## src/rtl/imm_ext_pipe.sv

```systemverilog
// imm_ext_pipe: registered immediate-extension stage with a 2-entry skid buffer.
// Ports: clk/reset/flush; in_* valid/ready request (instr, pc, sel, tag);
// out_* valid/ready result (imm, target = pc + imm, illegal, tag).
module imm_ext_pipe #(
    parameter int XLEN  = 32,
    parameter int TAG_W = 4
) (
    input  logic             clk,
    input  logic             reset,
    input  logic             flush,
    input  logic             in_valid,
    output logic             in_ready,
    input  logic [31:0]      in_instr,
    input  logic [XLEN-1:0]  in_pc,
    input  logic [2:0]       in_sel,
    input  logic [TAG_W-1:0] in_tag,
    output logic             out_valid,
    input  logic             out_ready,
    output logic [XLEN-1:0]  out_imm,
    output logic [XLEN-1:0]  out_target,
    output logic             out_illegal,
    output logic [TAG_W-1:0] out_tag
);

    localparam int SHAMT_W = (XLEN == 64) ? 6 : 5;

    typedef enum logic [1:0] {
        EMPTY = 2'd0,
        ONE   = 2'd1,
        TWO   = 2'd2
    } state_t;

    typedef struct packed {
        logic [XLEN-1:0]  imm;
        logic [XLEN-1:0]  target;
        logic             illegal;
        logic [TAG_W-1:0] tag;
    } entry_t;

    state_t state_q, state_d;
    logic   in_ready_q, in_ready_d;
    entry_t main_q, main_d;
    entry_t skid_q, skid_d;

    logic [XLEN-1:0] new_imm;
    logic            new_ill;
    entry_t          new_entry;
    logic            accept;
    logic            drain;
    logic            s;

    // Opcode bits play no part in immediate extraction.
    logic            unused_opcode;
    assign unused_opcode = ^in_instr[6:0];

    assign s = in_instr[31];

    // Extension happens at enqueue so the stored entry is already final.
    always_comb begin
        new_imm = '0;
        new_ill = 1'b0;
        unique case (in_sel)
            3'b001: new_imm = {{(XLEN-12){s}}, in_instr[31:20]};
            3'b010: new_imm = {{(XLEN-12){s}}, in_instr[31:25],
                               in_instr[11:7]};
            3'b011: new_imm = {{(XLEN-12){s}}, in_instr[7],
                               in_instr[30:25], in_instr[11:8], 1'b0};
            3'b100: new_imm = {{(XLEN-31){s}}, in_instr[30:12], 12'b0};
            3'b101: new_imm = {{(XLEN-20){s}}, in_instr[19:12],
                               in_instr[20], in_instr[30:21], 1'b0};
            // Only the shamt field; bit 30 (arith select) is excluded.
            3'b110: new_imm = {{(XLEN-SHAMT_W){1'b0}},
                               in_instr[20 +: SHAMT_W]};
            3'b111: new_imm = {{(XLEN-5){1'b0}}, in_instr[19:15]};
            3'b000: new_ill = 1'b1;
            default: new_imm = '0;
        endcase
    end

    always_comb begin
        new_entry         = '0;
        new_entry.imm     = new_imm;
        new_entry.target  = in_pc + new_imm;
        new_entry.illegal = new_ill;
        new_entry.tag     = in_tag;
    end

    assign accept = in_valid & in_ready_q;
    assign drain  = (state_q != EMPTY) & out_ready;

    always_ff @(posedge clk or posedge reset) begin
        if (reset) begin
            state_q    <= EMPTY;
            in_ready_q <= 1'b1;
            main_q     <= '0;
            skid_q     <= '0;
        end else begin
            state_q    <= state_d;
            in_ready_q <= in_ready_d;
            main_q     <= main_d;
            skid_q     <= skid_d;
        end
    end

    always_comb begin
        state_d = state_q;
        main_d  = main_q;
        skid_d  = skid_q;
        if (flush) begin
            state_d = EMPTY;
        end else begin
            unique case (state_q)
                EMPTY: begin
                    if (accept) begin
                        main_d  = new_entry;
                        state_d = ONE;
                    end
                end
                ONE: begin
                    if (accept && !drain) begin
                        skid_d  = new_entry;
                        state_d = TWO;
                    end else if (accept && drain) begin
                        main_d  = new_entry;
                    end else if (drain) begin
                        state_d = EMPTY;
                    end
                end
                TWO: begin
                    if (drain) begin
                        main_d  = skid_q;
                        state_d = ONE;
                    end
                end
                default: state_d = EMPTY;
            endcase
        end
        // Registered ready: computed from the next occupancy.
        in_ready_d = (state_d != TWO);
    end

    always_comb begin
        in_ready    = in_ready_q;
        out_valid   = (state_q != EMPTY);
        out_imm     = main_q.imm;
        out_target  = main_q.target;
        out_illegal = main_q.illegal;
        out_tag     = main_q.tag;
    end

endmodule

```

## config.mk

```make
export PLATFORM = sky130hd
export DESIGN_NAME = imm_ext_pipe
export DESIGN_NICKNAME = d
export VERILOG_FILES = /design/src/rtl/imm_ext_pipe.sv
export SDC_FILE = /design/constraint.sdc
export NUM_CORES = 1
export LEC_CHECK = 0
export ABC_AREA = 0
export CAP_MARGIN = 20
export CORE_MARGIN = 2
export CORE_UTILIZATION = 55
export DETAILED_ROUTE_END_ITERATION = 7
export MAX_ROUTING_LAYER = met4
export PLACE_DENSITY = 0.83
export RECOVER_POWER = 25
export SLEW_MARGIN = 10
export SYNTH_ARGS = -nofsm -noshare
export SYNTH_HDL_FRONTEND = slang
export SYNTH_SLANG_ARGS = --single-unit
```

## constraint.sdc

```tcl
create_clock -name clk -period 8.6 [get_ports clk]
set_input_delay 2.15 -clock clk [delete_from_list [all_inputs] [get_ports clk]]
set_output_delay 2.15 -clock clk [all_outputs]
set_load 0.02 [all_outputs]
```

==> reports/qor.csv, run 1 <==
metric,value,unit
async_reset_ff_share,100,%
post-dp-hpwl,14.8,mm
start_util,55.8,%
worstSetupStartpointType,primary input,
grt_overflow,0,
synth_top_cell_by_area,dfrtp_1,
numCtsBuffers,17,
fin_area,9940,um^2
ys_warn_count,0,
finalCriticalPeriod,5.98,ns
ir_drop,0.150,mV
hold_depth,2,
clockBufferDepth,2,
status,"complete, but fails checks",
final_common_cell,nand2_1,
multi_input_area,4070,um^2
wl,20.8,mm
clockRootBuffer,clkbuf_16,
path_cells,clkdlybuf4s50_1 > nor2b_1 > nand2_1 > nor2_1 > a21oi_1 > inv_1 > ha_1 > inv_1 > fa_1 > and2b_1 > o211ai_2 > a211oi_4 > o22ai_2 > nor3_2 > a2bb2oi_2 > or4_1 > nand3_1,
clock_sinks,141,
layout_common_cells,"nand2_1 (155), dfrtp_1 (140), clkdlybuf4s50_1 (131)",
syn_to_final_growth,23.9,%
cts_tree,yes,
die_w,125,um
tns,0,ns
post-route-period-util,69.6,%
n_antenna_cell,0,
r2r_slack,5.70,ns
crit_arrival,6.34,ns
violations,"max-capacitance violations, max-slew violations",
fmax,0.167,GHz
seq_area,3530,um^2
relSlewSlack,-126,%
fin_util,69.2,%
vias,7066,
worstReg2RegEnd,skid_q[24]$_DFFE_PP0P_,
pin_count,147,
placed_area,9420,um^2
worstHoldStart,out_imm[1]$_DFFE_PP0P_,
portBuffers,139,
power.leakage,4.63,nW
dp.cells,1194,
finalWorstSetupSlack,2.62,ns
synth_ff_type,dfrtp_1,
drc,0,
drtPass1Iterations,5,
antenna_found_initial,0,
synth_top_area_share,43.7,%
worst_pin_slew,3.37,ns
whs,0.473,ns
slowest_delay,0.82,ns
synth_fp_nets,1033,
clk_pin_slew,0.06,ns
die-area,15600,um^2
htreeDepth,4,
grt_pass1_wl,33.5,mm
hold_buffers,0,
netlist_area,8020,um^2
endpoint_kind,register,
coreArea,14400,um^2
ys_seq_area_share,44.0,%
nFillCells,1110,
slew_violations,78,
grt_usage,27.7,%
post_cts_buffers,0,
place.gp.congestion,0.873,
r2r_start,state_q[0]$_DFF_PP0_,
critPathMaxFanout,12,
design.final.nets,1138,
grt_max_degree,105,
r2r_cells,5,
crit_type,primary input to register,
holdPathEnd,out_imm[1]$_DFFE_PP0P_,
syn_inst,925,
synth-seq-cells,141,
synth_edf_count,0,
drive_gt1_share,7.58,%
die_h,125,um
p_per_area,230,nW/um^2
grt_pass1_vias,6644,
cp_slowest_cell,clkdlybuf4s50_1,
required,8.96,ns
max_cap_violations,1,
rows,44,
viasPerCell,5.76,
syn_area_per_cell,8.67,um^2
fin_skew,0.00729,ns
synth_area_leaders,"dfrtp_1 (44%), nand2_1 (7.3%), o21ai_0 (6.5%)",
finalSetupViolations,0,
synth_cell_type_count,72,
finalNonFillerCells,1226,
cts_resized,0,
hp-class,register to register,
antenna_left,0,
rsz0062_at_grt,no,
drt-initial-drc-count,583,
hold_viol,0,
preCtsSetupSlack,2.28,ns
cp_common_cell,inv_1,
clk_latency,0.42,ns
post_drt_wl_per_cell,17.0,um
p_total,2.29,mW
==> critical path: cells and delay by family <==
family / cells / cell delay [ns]
fa+ha+maj: 2 / 0.57
compound gates: 5 / 0.84
simple gates: 7 / 1.78
buf+inv: 3 / 1.00
==> flip-flops by register name, summed over array words and instances (netlist names) <==
register	cells
out_illegal	1
out_target	32
state_q	2
out_imm	32
skid_q	69
out_tag	4
in_ready	1
==> routing by layer <==
layer | up-vias | share of wire (%) | GRT usage (%)
li1 | 3435 | - | -
met1 | 3364 | 44 | 38.0
met2 | 239 | 47 | 42.8
met3 | 28 | 6.4 | 3.87
met4 | 0 | 1.9 | 9.05
met5 | - | 0 | -
==> cell usage after synthesis (4+ instances only) <==
| library cell | n |
|---|---|
| a21o_1 | 9 |
| a21oi_1 | 103 |
| a31oi_1 | 18 |
| and3_1 | 12 |
| buf_2 | 4 |
| buf_4 | 5 |
| clkbuf_1 | 41 |
| dfrtp_1 | 140 |
| ha_1 | 31 |
| inv_1 | 36 |
| mux2_2 | 19 |
| mux2i_1 | 11 |
| nand2_1 | 155 |
| nand2b_1 | 5 |
| nand3_1 | 17 |
| nand4_1 | 7 |
| nor2_1 | 69 |
| nor2b_1 | 4 |
| nor3_1 | 8 |
| o211ai_1 | 5 |
| o21a_1 | 8 |
| o21ai_0 | 104 |
| o21ai_1 | 11 |
| o21bai_1 | 4 |
| o31ai_1 | 4 |
| xnor2_1 | 12 |
| xor2_1 | 17 |
==> power by group <==
| part | switching [mW] | leakage (nW) | internal (mW) | total, mW |
|---|---|---|---|---|
| combinational | 0.383 | 2.59 | 0.317 | 0.700 |
| clock | 0.264 | 0.264 | 0.400 | 0.665 |
| sequential | 0.0904 | 1.77 | 0.835 | 0.925 |
| total | 0.738 | 4.63 | 1.55 | 2.29 |
==> area by class of cell <==
class | instances | share of cell area, %
clock buffer | 23 | 4.61
multi-input combinational | 688 | 41.0
sequential | 141 | 35.5
timing repair buffer | 146 | 14.5
tap | 184 | 2.32
inverter | 36 | 1.37
clock inverter | 8 | 0.693
==> how the worst max path moves through the flow <==
stage	depth (start not counted)	end	slack (ns)	start
floorplan	1	out_illegal$_DFFE_PP0P_	2.67	reset
global placement	17	out_target[28]$_DFFE_PP0P_	2.32	in_sel[0]
detailed placement	17	out_target[28]$_DFFE_PP0P_	2.28	in_sel[0]
CTS	17	out_target[28]$_DFFE_PP0P_	2.69	in_sel[0]
global route	15	out_target[29]$_DFFE_PP0P_	2.35	in_sel[0]
finish	17	out_target[28]$_DFFE_PP0P_	2.62	in_sel[0]
==> kinds of logic (layout without fill, tap and decap cells) <==
family,after synthesis,after routing,share of synthesized area [%]
compound gates,305,305,22.7
simple gates,292,292,15.6
flops,141,141,44.0
buf+inv,96,213,5.38
fa+ha+maj,32,32,5.08
mux,30,30,4.04
xor+xnor,29,29,3.17
Power figures use the tool's default switching activity.
==> run 2: changes to the inputs <==
--- a/config.mk
+++ b/config.mk
@@ -8,10 +8,10 @@
 export ABC_AREA = 0
 export CAP_MARGIN = 20
 export CORE_MARGIN = 2
-export CORE_UTILIZATION = 55
+export CORE_UTILIZATION = 53
 export DETAILED_ROUTE_END_ITERATION = 7
 export MAX_ROUTING_LAYER = met4
-export PLACE_DENSITY = 0.83
+export PLACE_DENSITY = 0.81
 export RECOVER_POWER = 25
 export SLEW_MARGIN = 10
 export SYNTH_ARGS = -nofsm -noshare
==> constraint.sdc (replaced) <==
create_clock -name clk -period 6.3 [get_ports clk]
set_input_delay 1.575 -clock clk [delete_from_list [all_inputs] [get_ports clk]]
set_output_delay 1.575 -clock clk [all_outputs]
set_load 0.02 [all_outputs]
==> run 2 against run 1 <==
Compared with the run above:
- the flow now finishes without violations
- sequential share of layout area fell by 0.50 points
- critical path depth is the same
- utilization is 0.33 points lower
- wire length is 2.9% higher
- clock skew down 0.0021 ns
- clock power is 62% higher
- largest cell class unchanged
- highest routed layer unchanged
==> reports/qor.csv, run 2 (synthesis results as in run 1) <==
metric,value,unit
clock_sinks,141,
portBuffers,139,
antenna_left,0,
die_w,127,um
crit_type,primary input to register,
pin_count,147,
critPathMaxFanout,7,
pwr-share-comb,29.2,%
cts_resized,0,
finalWorstSetupSlack,1.26,ns
die_h,127,um
hold_buffers,0,
tns,0,ns
grt_max_degree,102,
power_frac_seq,38.2,%
status,completed,
post_drt_wl_per_cell,17.4,um
htreeDepth,4,
fin_skew,0.00521,ns
n_antenna_cell,0,
regMostFlops,skid_q,
clk_pin_slew,0.06,ns
r2r_start,state_q[0]$_DFF_PP0_,
worstReg2RegEnd,out_target[16]$_DFFE_PP0P_,
grt_pass1_wl,34.3,mm
final_common_cell,nand2_1,
r2r_cells,7,
p_sw_share,31.4,%
worst_pin_slew,0.930,ns
crit_arrival,5.31,ns
ir_drop,0.186,mV
drc,0,
antenna_found_initial,0,
relSlewSlack,38.0,%
hold_viol,0,
fin_util,68.8,%
holdPathEnd,out_imm[23]$_DFFE_PP0P_,
syn_to_final_growth,25.6,%
grt_usage,27.9,%
largest_reg_flops,69,
hold_depth,2,
fmax,0.198,GHz
p_per_area,328,nW/um^2
power.internal,2.27,mW
drt-initial-drc-count,501,
place.gp.congestion,0.913,
worstSetupStartpointType,primary input,
grt_overflow,0,
finalCriticalPeriod,5.04,ns
nFillCells,1193,
worstHoldStart,out_imm[23]$_DFFE_PP0P_,
endpoint_kind,register,
layout_common_cells,"nand2_1 (154), dfrtp_1 (140), clkdlybuf4s50_1 (136)",
grt_pass1_vias,6811,
wl,21.4,mm
clk_latency,0.42,ns
vias,7083,
power.leakage,4.70,nW
rsz0062_at_grt,no,
die-area,16100,um^2
dp.cells,1198,
viasPerCell,5.76,
cts_tree,yes,
clockRootBuffer,clkbuf_16,
pwr-share-clk,32.5,%
post-route-period-util,80.0,%
finalNonFillerCells,1229,
coreArea,14600,um^2
max_cap_violations,0,
r2r_slack,3.20,ns
post-dp-hpwl,15.3,mm
post_cts_buffers,0,
switchingPower,1.04,mW
hp-class,register to register,
numCtsBuffers,17,
slew_violations,0,
required,6.57,ns
design.final.nets,1141,
start_util,54.8,%
finalSetupViolations,0,
rows,44,
drive_gt1_share,8.42,%
preCtsSetupSlack,0.945,ns
drtPass1Iterations,6,
clockBufferDepth,2,
==> run 2: changes by cell type in the layout (fill, tap and decap cells not counted), moves of 2 or more <==
cell	delta
dlygate4sd3_1	-5
clkbuf_1	-5
clkdlybuf4s50_1	+5
clkinv_2	-2
bufinv_16	+3
clkbuf_8	+2
buf_4	+4
==> run 2: how the worst max path moves through the flow <==
stage	startpoint	end	slack, ns	cells past startpoint
2_1_floorplan	reset	out_illegal$_DFFE_PP0P_	0.95	1
3_3_place_gp	in_sel[0]	out_target[28]$_DFFE_PP0P_	0.96	17
3_5_place_dp	in_sel[0]	out_target[28]$_DFFE_PP0P_	0.95	17
4_1_cts	in_sel[0]	out_target[28]$_DFFE_PP0P_	1.33	17
5_1_grt	in_sel[0]	out_target[24]$_DFFE_PP0P_	0.98	17
6_report	in_sel[0]	skid_q[29]$_DFFE_PP0P_	1.26	17
==> run 2: layer usage <==
metal | GRT usage [%] | routed length (um)
met5 | - | 0
met4 | 8.34 | 429
met3 | 5.11 | 1320
met2 | 43.2 | 9950
met1 | 37.8 | 9700
==> run 2: area by class of cell <==
class	instances	area, um^2	area share [%]
sequential	141	3530	35.0
tap	184	230	2.28
inverter	36	140	1.39
clock buffer	20	467	4.63
timing repair buffer	149	1470	14.6
clock inverter	11	165	1.64
multi-input combinational	688	4080	40.5
==> run 2: per-stage QoR <==
step	cell area (um^2)	power, mW	hold slack (ns)
2_1_floorplan	8020	1.85	0.442
3_3_place_gp	9450	2.20	0.454
3_5_place_dp	9450	2.24	0.467
4_1_cts	10100	3.32	0.484
5_1_grt	10100	3.48	0.500
6_report	10100	3.30	0.477
==> run 2: worst max-delay path, cell delays in order <==
cell and delay, ns:
clkdlybuf4s50_1 0.47, nor2b_1 0.45, nand2_1 0.13, nor2_1 0.11, a21oi_1 0.10, inv_1 0.09, ha_1 0.17, inv_1 0.07
fa_1 0.41, and2b_1 0.26, o211ai_2 0.13, a211oi_4 0.29, o22ai_2 0.16, nor3_2 0.30, o21ai_0 0.17, xor2_1 0.29
o21ai_0 0.13
==> run 2: power groups by stage <==
stage	sequential (mW)	combinational, mW	clock (mW)
finish	1.26	0.966	1.08
global placement	1.26	0.939	0
CTS	1.26	0.968	1.09
global route	1.29	1.06	1.13
detailed placement	1.28	0.961	0
floorplan	1.37	0.474	0
